## config.mk

```make
export PLATFORM = sky130hd
export DESIGN_NAME = nfca_rx_bitparse_flat
export DESIGN_NICKNAME = d
export VERILOG_FILES = /design/src/rtl/nfca_rx_bitparse_if.sv /design/src/rtl/nfca_rx_bitparse.sv /design/src/flat_wrapper.sv
export SDC_FILE = /design/constraint.sdc
export NUM_CORES = 1
export LEC_CHECK = 0
export BUFFER_PORTS_ARGS = -buffer_cell sky130_fd_sc_hd__buf_2
export CORE_MARGIN = 10
export CORE_UTILIZATION = 55
export DETAILED_ROUTE_END_ITERATION = 6
export PLACE_DENSITY = 0.72
export SKIP_LAST_GASP = 1
export SYNTH_ARGS = -nofsm -noshare
export SYNTH_HDL_FRONTEND = slang
export SYNTH_SLANG_ARGS = --single-unit
```

## constraint.sdc

```tcl
create_clock -name clk -period 11.2 [get_ports clk]
set_input_delay 1.12 -clock clk [delete_from_list [all_inputs] [get_ports clk]]
set_output_delay 1.12 -clock clk [all_outputs]
set_load 0.005 [all_outputs]
```

## src/rtl/nfca_rx_bitparse_if.sv

```systemverilog
`default_nettype none
// ============================================================================
//  Module      : nfca_rx_bitparse_if
//  Description : Sample-in / decoded-bit-out bundle for the NFC-A receive
//                Manchester bit parser.
//  Revision    : 1.0  initial release
// ============================================================================
interface nfca_rx_bitparse_if;
    logic [1:0]  rate;
    logic        rx_ask_en;
    logic        rx_ask;
    logic        rx_bit_en;
    logic        rx_bit;
    logic        rx_end;
    logic        rx_end_col;
    logic        rx_end_err;
    logic [12:0] rx_bit_cnt;

    // Sample source / decoded-bit consumer side
    modport master (
        output rate, rx_ask_en, rx_ask,
        input  rx_bit_en, rx_bit, rx_end, rx_end_col, rx_end_err, rx_bit_cnt
    );

    // Parser side
    modport slave (
        input  rate, rx_ask_en, rx_ask,
        output rx_bit_en, rx_bit, rx_end, rx_end_col, rx_end_err, rx_bit_cnt
    );
endinterface
`default_nettype wire

```

## src/rtl/nfca_rx_bitparse.sv

```systemverilog
`default_nettype none
// ============================================================================
//  Module      : nfca_rx_bitparse
//  Description : NFC-A (ISO 14443-A) PICC->PCD Manchester bit parser. Keeps a
//                four-half-bit sample history, classifies each half-bit window
//                as subcarrier present/absent, detects SOF and emits data bits
//                until end of frame, collision or error.
//                Optional build macro NFCA_RX_FRAME_LIMIT_EN ends a frame with
//                an error once MAX_BITS bits have been decoded.
//  Revision    : 1.0  initial release
// ============================================================================
module nfca_rx_bitparse #(
    parameter int HALF_SAMPLES = 12,
    parameter int ONE_TH       = 3,
    parameter int ZERO_TH      = 1,
    parameter int IDLE_GAP     = 48,
    parameter int MAX_BITS     = 4096
) (
    input  wire logic            clk,
    input  wire logic            rstn,
    nfca_rx_bitparse_if.slave    bus
);

    localparam int c_sr_w  = 4 * HALF_SAMPLES;
    localparam int c_sum_w = $clog2(HALF_SAMPLES + 1);
    localparam int c_ph_w  = $clog2(2 * HALF_SAMPLES);
    localparam int c_gap_w = $clog2(IDLE_GAP + 1);

    localparam logic [c_sum_w-1:0] c_one_th   = c_sum_w'(ONE_TH);
    localparam logic [c_sum_w-1:0] c_zero_th  = c_sum_w'(ZERO_TH);
    localparam logic [c_gap_w-1:0] c_gap_last = c_gap_w'(IDLE_GAP - 1);
    localparam logic [12:0]        c_max_bits = 13'(MAX_BITS);
    localparam logic [12:0]        c_cnt_sat  = 13'h1FFF;

    localparam logic [1:0] c_st_idle  = 2'd0;
    localparam logic [1:0] c_st_parse = 2'd1;
    localparam logic [1:0] c_st_stop  = 2'd2;

    logic [c_sr_w-1:0]  r_sr;
    logic [3:0]         r_one;
    logic [3:0]         r_zero;
    logic [1:0]         r_state;
    logic [1:0]         r_rate;
    logic [c_ph_w-1:0]  r_phase;
    logic [c_gap_w-1:0] r_gap;
    logic [12:0]        r_bit_cnt;
    logic               r_bit_en;
    logic               r_bit;
    logic               r_end;
    logic               r_end_col;
    logic               r_end_err;

    logic [c_sum_w-1:0] w_sum [4][4];   // [rate code][window]
    logic [1:0]         w_rate_sel;
    logic [1:0]         w_rate_eff;
    logic [3:0]         w_one;
    logic [3:0]         w_zero;
    logic [c_ph_w-1:0]  w_phase_last;
    logic               w_win_err;
    logic               w_limit_hit;

    function automatic logic [c_sum_w-1:0] f_popcount(input logic [HALF_SAMPLES-1:0] v);
        logic [c_sum_w-1:0] acc;
        acc = '0;
        for (int k = 0; k < HALF_SAMPLES; k++) begin
            acc = acc + c_sum_w'(v[k]);
        end
        return acc;
    endfunction

    // Window sums for every rate code; code 3 is wired as code 0
    for (genvar gr = 0; gr < 4; gr++) begin : g_rate
        localparam int c_h = (gr == 3) ? HALF_SAMPLES : (HALF_SAMPLES >> gr);
        localparam logic [HALF_SAMPLES-1:0] c_mask = {HALF_SAMPLES{1'b1}} >> (HALF_SAMPLES - c_h);
        for (genvar gw = 0; gw < 4; gw++) begin : g_win
            assign w_sum[gr][gw] = f_popcount(r_sr[gw*c_h +: HALF_SAMPLES] & c_mask);
        end
    end

    // The live rate only matters while waiting for SOF; a frame uses its latched rate
    assign w_rate_sel = (r_state == c_st_idle) ? bus.rate : r_rate;
    assign w_rate_eff = (bus.rate == 2'd3) ? 2'd0 : bus.rate;

    for (genvar gc = 0; gc < 4; gc++) begin : g_cls
        assign w_one[gc]  = (w_sum[w_rate_sel][gc] >= c_one_th);
        assign w_zero[gc] = (w_sum[w_rate_sel][gc] <= c_zero_th);
    end

    // A window that is neither clearly present nor clearly absent is an error
    assign w_win_err = |(~(r_one ^ r_zero));

    // Last phase value of one bit period (2H - 1) for the latched rate
    always_comb begin
        case (r_rate)
            2'd1:    w_phase_last = c_ph_w'(HALF_SAMPLES - 1);
            2'd2:    w_phase_last = c_ph_w'(HALF_SAMPLES / 2 - 1);
            default: w_phase_last = c_ph_w'(2 * HALF_SAMPLES - 1);
        endcase
    end

`ifdef NFCA_RX_FRAME_LIMIT_EN
    assign w_limit_hit = (r_bit_cnt >= c_max_bits);
`else
    logic w_unused_max_bits;
    assign w_limit_hit       = 1'b0;
    assign w_unused_max_bits = ^c_max_bits;
`endif

    // Sample history, window flags, frame FSM and one-clock output pulses
    always_ff @(posedge clk) begin
        if (!rstn) begin
            r_sr      <= '0;
            r_one     <= '0;
            r_zero    <= '0;
            r_state   <= c_st_idle;
            r_rate    <= 2'd0;
            r_phase   <= '0;
            r_gap     <= '0;
            r_bit_cnt <= '0;
            r_bit_en  <= 1'b0;
            r_bit     <= 1'b0;
            r_end     <= 1'b0;
            r_end_col <= 1'b0;
            r_end_err <= 1'b0;
        end else begin
            r_bit_en  <= 1'b0;
            r_end     <= 1'b0;
            r_end_col <= 1'b0;
            r_end_err <= 1'b0;
            if (bus.rx_ask_en) begin
                r_sr   <= {r_sr[c_sr_w-2:0], bus.rx_ask};
                r_one  <= w_one;
                r_zero <= w_zero;
                case (r_state)
                    c_st_idle: begin
                        r_gap <= '0;
                        // SOF: subcarrier in W1 only, the other three windows quiet
                        if (r_one == 4'b0010 && r_zero == 4'b1101) begin
                            r_state   <= c_st_parse;
                            r_phase   <= '0;
                            r_bit_cnt <= '0;
                            r_rate    <= w_rate_eff;
                        end
                    end
                    c_st_parse: begin
                        if (r_phase == w_phase_last) begin
                            r_phase <= '0;
                            if (w_win_err || w_limit_hit) begin
                                r_end     <= 1'b1;
                                r_end_err <= 1'b1;
                                r_state   <= c_st_stop;
                            end else if (r_one[1:0] == 2'b00) begin
                                r_end   <= 1'b1;
                                r_state <= c_st_stop;
                            end else if (r_one[1:0] == 2'b11) begin
                                r_end     <= 1'b1;
                                r_end_col <= 1'b1;
                                r_state   <= c_st_stop;
                            end else begin
                                r_bit_en <= 1'b1;
                                r_bit    <= r_one[1];
                                if (r_bit_cnt != c_cnt_sat) begin
                                    r_bit_cnt <= r_bit_cnt + 13'd1;
                                end
                            end
                        end else begin
                            r_phase <= r_phase + c_ph_w'(1);
                        end
                    end
                    c_st_stop: begin
                        if (bus.rx_ask) begin
                            r_gap <= '0;
                        end else if (r_gap == c_gap_last) begin
                            r_gap   <= '0;
                            r_state <= c_st_idle;
                        end else begin
                            r_gap <= r_gap + c_gap_w'(1);
                        end
                    end
                    default: r_state <= c_st_idle;
                endcase
            end
        end
    end

    assign bus.rx_bit_en  = r_bit_en;
    assign bus.rx_bit     = r_bit;
    assign bus.rx_end     = r_end;
    assign bus.rx_end_col = r_end_col;
    assign bus.rx_end_err = r_end_err;
    assign bus.rx_bit_cnt = r_bit_cnt;

endmodule
`default_nettype wire
```

## src/flat_wrapper.sv

```systemverilog
// flat-port wrapper written by rule: the top's interface ports become plain ports
module nfca_rx_bitparse_flat 
#(
    parameter int HALF_SAMPLES = 12,
    parameter int ONE_TH       = 3,
    parameter int ZERO_TH      = 1,
    parameter int IDLE_GAP     = 48,
    parameter int MAX_BITS     = 4096
)
  (clk, rstn, bus_rate, bus_rx_ask_en, bus_rx_ask, bus_rx_bit_en, bus_rx_bit, bus_rx_end, bus_rx_end_col, bus_rx_end_err, bus_rx_bit_cnt);
  nfca_rx_bitparse_if bus_i ();
  input  wire logic clk;
  input  wire logic rstn;
  input wire logic [$bits(bus_i.rate)-1:0] bus_rate;
  input wire logic [$bits(bus_i.rx_ask_en)-1:0] bus_rx_ask_en;
  input wire logic [$bits(bus_i.rx_ask)-1:0] bus_rx_ask;
  output wire logic [$bits(bus_i.rx_bit_en)-1:0] bus_rx_bit_en;
  output wire logic [$bits(bus_i.rx_bit)-1:0] bus_rx_bit;
  output wire logic [$bits(bus_i.rx_end)-1:0] bus_rx_end;
  output wire logic [$bits(bus_i.rx_end_col)-1:0] bus_rx_end_col;
  output wire logic [$bits(bus_i.rx_end_err)-1:0] bus_rx_end_err;
  output wire logic [$bits(bus_i.rx_bit_cnt)-1:0] bus_rx_bit_cnt;
  assign bus_i.rate = bus_rate;
  assign bus_i.rx_ask_en = bus_rx_ask_en;
  assign bus_i.rx_ask = bus_rx_ask;
  assign bus_rx_bit_en = bus_i.rx_bit_en;
  assign bus_rx_bit = bus_i.rx_bit;
  assign bus_rx_end = bus_i.rx_end;
  assign bus_rx_end_col = bus_i.rx_end_col;
  assign bus_rx_end_err = bus_i.rx_end_err;
  assign bus_rx_bit_cnt = bus_i.rx_bit_cnt;
  nfca_rx_bitparse #(.HALF_SAMPLES(HALF_SAMPLES), .ONE_TH(ONE_TH), .ZERO_TH(ZERO_TH), .IDLE_GAP(IDLE_GAP), .MAX_BITS(MAX_BITS)) u_core (.clk(clk), .rstn(rstn), .bus(bus_i));
endmodule
```

==> flow_summary.toml, run 1 <==
[final_layout]
register_area_um2 = 1780
final_common_cell = "dfxtp_1"
layout_common_cells = "89 x dfxtp_1, 81 x inv_1, 59 x nor2b_1"
multi_input_area_um2 = 3430
fill_cells = 859
drive_gt1_share_pct = 10.4
synthToLayoutAreaGrowth_pct = 7.30
nNetsFinal = 680
antenna_cells = 0

[synthesis]
synthDistinctLibCells = 59
ys_seq_area_share_pct = 31.8
ys_seq_elements = 89
synth_edf_count = 0
synthCells = 584
synth_area_um2 = 5600
synth-warning-count = 0
synthFlopType = "dfxtp_1"
synth_nets = 662
synthArstFlopShare_pct = 0
syn_avg_cell_area_um2 = 9.59

[routing]
wirelength_mm = 10.4
viasPerCell = 5.36
routed-wl-met2_mm = 4.99
met1Wirelength_mm = 4.76
highest_layer = "met4"
first_pass_iters = 4
vias = 3970
drtIter0Drc = 228
final_antenna_net_count = 0
drc_errors = 0
routedWlPerCell_um = 14.0
wl_met3_um = 421

[power]
p_per_area_nw_per_um2 = 98.4
p_leak_nw = 2.47
peakVddDrop_uv = 66.0

[flow_run]
cap_violations = 0

[floorplanning]
chipHeight_um = 121
die_width_um = 121
core_area_um2 = 9860
start_util_pct = 56.8
rows = 36
ios = 24
die-area_um2 = 14600

[cts]
clk_path_buf_depth = 2
post_cts_resized = 0
clkLatencyLatePin_ns = 0.36
h-tree-depth = 3
clkTransAtPathRegs_ns = 0.09
cts_root_buf = "clkbuf_8"
cts.sink_count = 89
postCtsSetupBuffers = 0
numCtsBuffers = 9
tritoncts = "built"
cts_hold_buf = 0

[sta]
clock_skew_ns = 0.0146
fin_crit_sh_pct = 40.8
tightest_slew_ns = 0.899
final.setup.tns_ns = 0
slew_headroom_pct = 39.5
slew_violations = 0
layout_setup_ws_ns = 6.63
period_needed_ns = 4.57
hold_violations = 0
fmax_mhz = 219
setup_viol = 0
rsz0062_at_grt = "false"

[place]
dp_hpwl_mm = 7.74
io_buffers = 23
dp_slack_ns = 6.65
place_congestion = 0.869

[hold_path]
min_from = "u_core.r_gap[1]"
hold_path_class = "register to register"

[critical_path]
endpoint_kind = "register"
cpMaxStageDelayCell = "fa_1"
startpoint = "u_core.r_sr[12]"
crit_type = "register to register"
cp_common_cell = "fa_1"
cp_slowest_stage_delay_ns = 0.57
r2r-start = "u_core.r_sr[12]"
crit_arrival_ns = 4.88
worstPathMaxFanout = 3
cp_cell_sequence = "ha_1 -> inv_1 -> fa_1 -> fa_1 -> fa_1 -> fa_1 -> fa_1 -> fa_1 -> a221o_1 -> a221o_1 -> a21oi_1 -> a31o_2"
required_ns = 11.51
cp-start-kind = "register"

[grt]
antenna_found_initial = 0
globalRouteOverflowTotal = 0
grt_pass1_wl_mm = 18.1
grt_pass1_vias = 3959
track_usage_pct = 14.7
grt_max_degree = 61

[status]
status = "finished, final reports clean"
-- power breakdown --
group,switching (mW),internal [mW],total (mW)
sequential,0.00301,0.319,0.322
clock,0.124,0.105,0.230
combinational,0.0225,0.0177,0.0402
-- flip-flops by register name (all words and copies together) (netlist names) --
register               cells
u_core.bus.rx_bit          1
u_core.bus.rx_bit_cnt     13
u_core.bus.rx_bit_en       1
u_core.bus.rx_end          1
u_core.bus.rx_end_col      1
u_core.bus.rx_end_err      1
u_core.r_gap               6
u_core.r_one               4
u_core.r_phase             5
u_core.r_rate              2
u_core.r_sr               48
u_core.r_state             2
u_core.r_zero              4
-- kinds of logic after synthesis --
logic type	Yosys count	synth area share (%)
AND/OR/NAND/NOR	162	16.5
AO/OA/AOI/OAI	84	10.1
buffers and inverters	99	7.03
XOR/XNOR	18	2.81
multiplexers	60	10.8
adder cells (fa/ha/maj)	72	20.9
flip-flops	89	31.8
-- synth_stat cells (4+ instances only) --
cell	count	share of area [%]
or3_1	4	0.45
fa_1	36	13
or3_2	6	0.80
a221o_1	7	1.3
nand2b_1	5	0.56
nor3_1	4	0.36
clkbuf_1	11	0.74
xor2_1	7	1.1
nor4_1	5	0.56
nand3_1	9	0.80
ha_1	36	8.0
o21ai_0	23	2.1
nor2b_1	59	6.6
mux2i_1	58	10
inv_1	81	5.4
xnor2_1	11	1.7
a21oi_1	24	2.1
dfxtp_1	89	32
nand2_1	23	1.5
nand4_1	7	0.78
nor2_1	21	1.4
o221ai_1	4	0.63
-- layer usage --
layer | track usage, % | vias to the layer above
met5 | 0 | -
met4 | 6.26 | 0
met3 | 2.79 | 15
met2 | 24.4 | 66
met1 | 18.2 | 1892
li1 | - | 1997
-- layout make-up --
cell class / instances / share of cell area (%)
Sequential cell: 89 / 29.6
Tap cell: 133 / 2.77
Multi-Input combinational cell: 396 / 57.0
Timing Repair Buffer: 25 / 2.16
Clock buffer: 9 / 2.06
Clock inverter: 7 / 1.31
Inverter: 81 / 5.06
-- metrics by stage --
step                      util (%)  std cells  hold WS [ns]  power [mW]  instance area (um2)
after floorplan                  -        584         0.458       0.361                 5600
after global placement        58.9        724         0.479       0.368                 5810
after detailed placement      58.9        724         0.491       0.369                 5810
after CTS                     60.9        740         0.506       0.597                 6010
after global routing          60.9        740         0.531       0.612                 6010
final                         60.9        740         0.505       0.592                 6010
-- critical path: cells and delay by family, from the launching register on --
family | cells | cell delay, ns
buffers and inverters | 1 | 0.05
DFF | 1 | 0.33
adders and majority gates | 7 | 3.15
AOI/OAI and AO/OA | 4 | 0.99
-- final timing paths --
check                                         to  slack [ns]  depth (start not counted)
worst min-delay path             u_core.r_gap[1]        0.50                          2
worst min register to register   u_core.r_gap[1]        0.50                          2
worst max register to register  u_core.r_zero[1]        6.63                         12
worst max-delay path            u_core.r_zero[1]        6.63                         12
Note: power is estimated with default switching activity, not from simulation.
==> inputs of run 2 (changes only) <==
- PLACE_DENSITY: 0.72 -> 0.75
- clock period: 11.2 -> 4.2 ns (I/O delays scaled with it)
==> flow_summary.toml, run 2 (synthesis results as in run 1) <==
[status]
status = "finished with violations"
violations = "setup timing"

[cts]
tritoncts = "built"
h-tree-depth = 3
clk_path_buf_depth = 2
numCtsBuffers = 9
cts_root_buf = "clkbuf_8"
clkLatencyLatePin_ns = 0.38
clkTransAtPathRegs_ns = 0.09
cts_hold_buf = 0
cts.sink_count = 89

[sta]
tightest_slew_ns = 0.994
setup_viol = 4
slew_headroom_pct = 31.9
fin_crit_sh_pct = 104
final.setup.tns_ns = -0.516
period_needed_ns = 4.37
hold_violations = 0
clock_skew_ns = 0.0106
layout_setup_ws_ns = -0.169
fmax_mhz = 229
rsz0062_at_grt = "true"
hold_ws_ns = 0.371
slew_violations = 0

[grt]
globalRouteOverflowTotal = 0
grt-busiest-layer = "met2"
track_usage_pct = 15.7
antenna_found_initial = 0
grt_util_met3_pct = 3.07
grt_max_degree = 68
grt_pass1_vias = 4199
use_met2_pct = 26.4
met1_usage_pct = 18.7
grt_pass1_wl_mm = 19.2

[routing]
vias = 4086
drc_errors = 0
wirelength_mm = 11.1
final_antenna_net_count = 0
drtIter0Drc = 253
routedWlPerCell_um = 14.8
first_pass_iters = 5
viasPerCell = 5.44

[floorplanning]
die_width_um = 121
rows = 36
die-area_um2 = 14600
ios = 24
start_util_pct = 56.8
chipHeight_um = 121
core_area_um2 = 9860

[critical_path]
cp_cell_sequence = "ha_4 -> inv_2 -> fa_1 -> fa_1 -> fa_1 -> fa_1 -> fa_2 -> fa_2 -> a221o_1 -> a221o_1 -> a21oi_2 -> a31o_2"
critPathBufInv = 1
cp_top_family = "adder cells"
cpMaxStageDelayCell = "fa_1"
cp-start-kind = "register"
endpoint_kind = "register"
crit_type = "register to register"
crit_arrival_ns = 4.69
cp_slowest_stage_delay_ns = 0.55
required_ns = 4.52
cp_common_cell = "fa_1"
worstPathMaxFanout = 2

[final_layout]
largest_register_ff_count = 48
register_area_um2 = 1790
multi_input_area_um2 = 3490
fin_area_um2 = 6180
fill_cells = 817
antenna_cells = 0
layout_common_cells = "86 x dfxtp_1, 75 x inv_1, 59 x nor2b_1"
drive_gt1_share_pct = 15.0
final_common_cell = "dfxtp_1"
nNetsFinal = 691
regMostFlops = "u_core.r_sr"
synthToLayoutAreaGrowth_pct = 10.4

[power]
total_power_mw = 1.66
peakVddDrop_uv = 178
p_leak_nw = 2.54
p_per_area_nw_per_um2 = 269

[flow_run]
cap_violations = 0

[hold_path]
hold_path_class = "input pin to register"

[place]
placed_area_um2 = 5890
io_buffers = 23
place_congestion = 0.848
dp_hpwl_mm = 8.29
## run 2: stage by stage
stage                     instances  worst slack [ns]  util, %
after CTS                       749            -0.163     62.2
after global placement          732           -0.0798     59.7
final                           751            -0.169     62.7
after global routing            751            -0.291     62.7
after detailed placement        732            -0.167     59.7
after floorplan                 584           -0.0589        -
## run 2: worst paths after layout
path,startpoint,to,slack [ns],cells past startpoint
setup / recovery,u_core.r_sr[13],u_core.r_zero[1],-0.17,12
hold / removal,bus_rx_ask,u_core.r_sr[0],0.37,3
setup reg to reg,u_core.r_sr[13],u_core.r_zero[1],-0.17,12
hold reg to reg,u_core.r_gap[1],u_core.r_gap[1],0.50,2
## run 2: metal layers
| metal | part of all wire (%) | up-vias |
|---|---|---|
| li1 | - | 2007 |
| met4 | 2.6 | 0 |
| met2 | 49 | 71 |
| met3 | 4.4 | 21 |
| met5 | 0 | - |
| met1 | 44 | 1987 |
## run 2: timing repair
action                                  CTS  global route
pin swaps                                 3             6
gates resized for setup                   2            12
endpoints found under the setup margin    4             6
setup buffers                             1             2
## run 2: final cells by class
| type | count | share of cell area [%] |
|---|---|---|
| timing repair buffer | 36 | 3.44 |
| multi-input combinational | 396 | 56.4 |
| tap | 133 | 2.69 |
| inverter | 81 | 4.92 |
| clock buffer | 12 | 2.51 |
| clock inverter | 4 | 1.21 |
| sequential | 89 | 28.9 |
## run 2: power by group
part           total [mW]  internal (mW)  switching, mW
Sequential          0.858          0.850        0.00802
Clock               0.680          0.368          0.312
Combinational       0.123         0.0554         0.0680
## run 2: worst min-delay path, cell delays in order
cell	delay, ns
buf_2	0.12
mux2i_1	0.07
nor2b_1	0.10
==> inputs of run 3 (changes only) <==
- CORE_UTILIZATION: 55 -> 39
- PLACE_DENSITY: 0.75 -> unset
- clock period: 4.2 -> 4.1 ns (I/O delays scaled with it)
==> flow_summary.toml, run 3 (synthesis results as in run 1) <==
[routing]
final_antenna_net_count = 0
drc_errors = 0
wirelength_mm = 10.9
drtIter0Drc = 145
viasPerCell = 5.03
vias = 4027
first_pass_iters = 4
routedWlPerCell_um = 13.6

[final_layout]
synthToLayoutAreaGrowth_pct = 12.8
fill_cells = 1387
regMostFlops = "u_core.r_sr"
nNetsFinal = 695
final_cells = 800
drive_gt1_share_pct = 14.5
final_common_cell = "dfxtp_1"
register_area_um2 = 1790
multi_input_area_um2 = 3470
layout_common_cells = "86 x dfxtp_1, 79 x inv_1, 59 x nor2b_1"
largest_register_ff_count = 48
antenna_cells = 0

[cts]
clk_path_buf_depth = 2
clkLatencyLatePin_ns = 0.35
clkTransAtPathRegs_ns = 0.06
cts_hold_buf = 0
cts_root_buf = "clkbuf_16"
numCtsBuffers = 9
h-tree-depth = 3
tritoncts = "built"
cts.sink_count = 89

[power]
p_switching_uw = 401
seqPwrFrac_pct = 48.2
peakVddDrop_uv = 177
clkPwrFrac_pct = 45.4
p_leak_nw = 2.60
total_power_mw = 1.83
p_per_area_nw_per_um2 = 289
intPower_mw = 1.43
combPwrFrac_pct = 6.4
switching_share_pct = 21.9

[sta]
slew_headroom_pct = 36.3
slew_violations = 0
hold_violations = 0
setup_viol = 4
layout_setup_ws_ns = -0.268
period_needed_ns = 4.37
tightest_slew_ns = 0.947
clock_skew_ns = 0.00857
rsz0062_at_grt = "true"
fin_crit_sh_pct = 107
fmax_mhz = 229

[floorplanning]
die_width_um = 140
chipHeight_um = 140
start_util_pct = 40.1
ios = 24
rows = 43
die-area_um2 = 19600
core_area_um2 = 14000

[critical_path]
startpoint = "u_core.r_sr[13]"
crit_type = "register to register"
cp-start-kind = "register"
crit_arrival_ns = 4.66
endpoint_kind = "register"
required_ns = 4.40
worstPathMaxFanout = 2
r2r-start = "u_core.r_sr[13]"

[grt]
grt_pass1_wl_mm = 19.5
antenna_found_initial = 0
globalRouteOverflowTotal = 0
grt_pass1_vias = 4207
grt_max_degree = 73
track_usage_pct = 11.6

[status]
status = "finished with violations"
violations = "setup timing"

[hold_path]
hold_path_class = "input pin to register"
min_from = "bus_rx_ask"

[flow_run]
cap_violations = 0

[place]
dp_hpwl_mm = 8.27
place_congestion = 0.814
dp_cells = 784
io_buffers = 23
## run 3: changes by cell type in the layout (fill, tap and decap cells not counted), moves of 2 or more
cell        previous run  this run
clkbuf_8              11         2
a21oi_2                1         3
clkinvlp_4             2         0
clkbuf_16              0         9
buf_4                 13        17
a21oi_1               23        21
inv_1                 75        79
inv_2                  6         2
## run 3: power groups by stage
stage	registers, mW	clock network, mW	logic, mW
final	0.880	0.828	0.117
after CTS	0.880	0.855	0.118
after global routing	0.881	0.885	0.130
after detailed placement	0.900	0	0.116
after floorplan	0.897	0	0.0885
after global placement	0.899	0	0.114
## run 3: worst max-delay path, stage by stage, from the launching register on
cell	delay, ns
dfxtp_2	0.33
ha_4	0.26
inv_2	0.03
fa_1	0.54
fa_1	0.45
fa_1	0.57
fa_1	0.45
fa_2	0.37
fa_2	0.35
a221o_1	0.29
a221o_1	0.36
a21oi_2	0.15
a31o_2	0.16
## run 3: what timing repair did
action                                  4_1_cts  5_1_grt
buffers inserted                              1        1
endpoints found under the hold margin         0        0
endpoints found under the setup margin        6        7
pin swaps                                     2        5
gates resized for setup                       5        5
## run 3: through the flow
step	setup WS, ns	setup TNS, ns	hold slack (ns)	utilization [%]	area (um2)
detailed placement	-0.262	-0.888	0.497	42.8	5990
global route	-0.380	-1.42	0.412	45.2	6320
floorplan	-0.159	-0.298	0.458	-	5630
CTS	-0.251	-0.718	0.389	45.1	6300
global placement	-0.184	-0.585	0.474	42.8	5990
finish	-0.268	-0.685	0.389	45.2	6320
## run 3: path summary, 6_finish.rpt
path                      end  slack [ns]  depth (start not counted)
min            u_core.r_sr[0]        0.39                          3
max          u_core.r_zero[1]       -0.27                         12
max reg2reg  u_core.r_zero[1]       -0.27                         12
min reg2reg   u_core.r_gap[1]        0.50                          2
## run 3: cell type report
cell class / count / share of cell area, %
multi-input cells: 396 / 54.9
flip-flops and latches: 89 / 28.2
inverters: 81 / 4.81
clock buffers: 12 / 4.06
repair buffers: 40 / 3.84
well taps: 180 / 3.56
clock inverters: 2 / 0.613
## run 3: metal layers
| layer | wire [um] | part of all wire, % | track usage, % | up-vias |
|---|---|---|---|---|
| li1 | - | - | - | 2018 |
| met1 | 5130 | 47 | 13.6 | 1952 |
| met2 | 5170 | 47 | 19.5 | 41 |
| met3 | 440 | 4.0 | 3.88 | 16 |
| met4 | 162 | 1.5 | 3.70 | 0 |
| met5 | 0 | 0 | 0 | - |
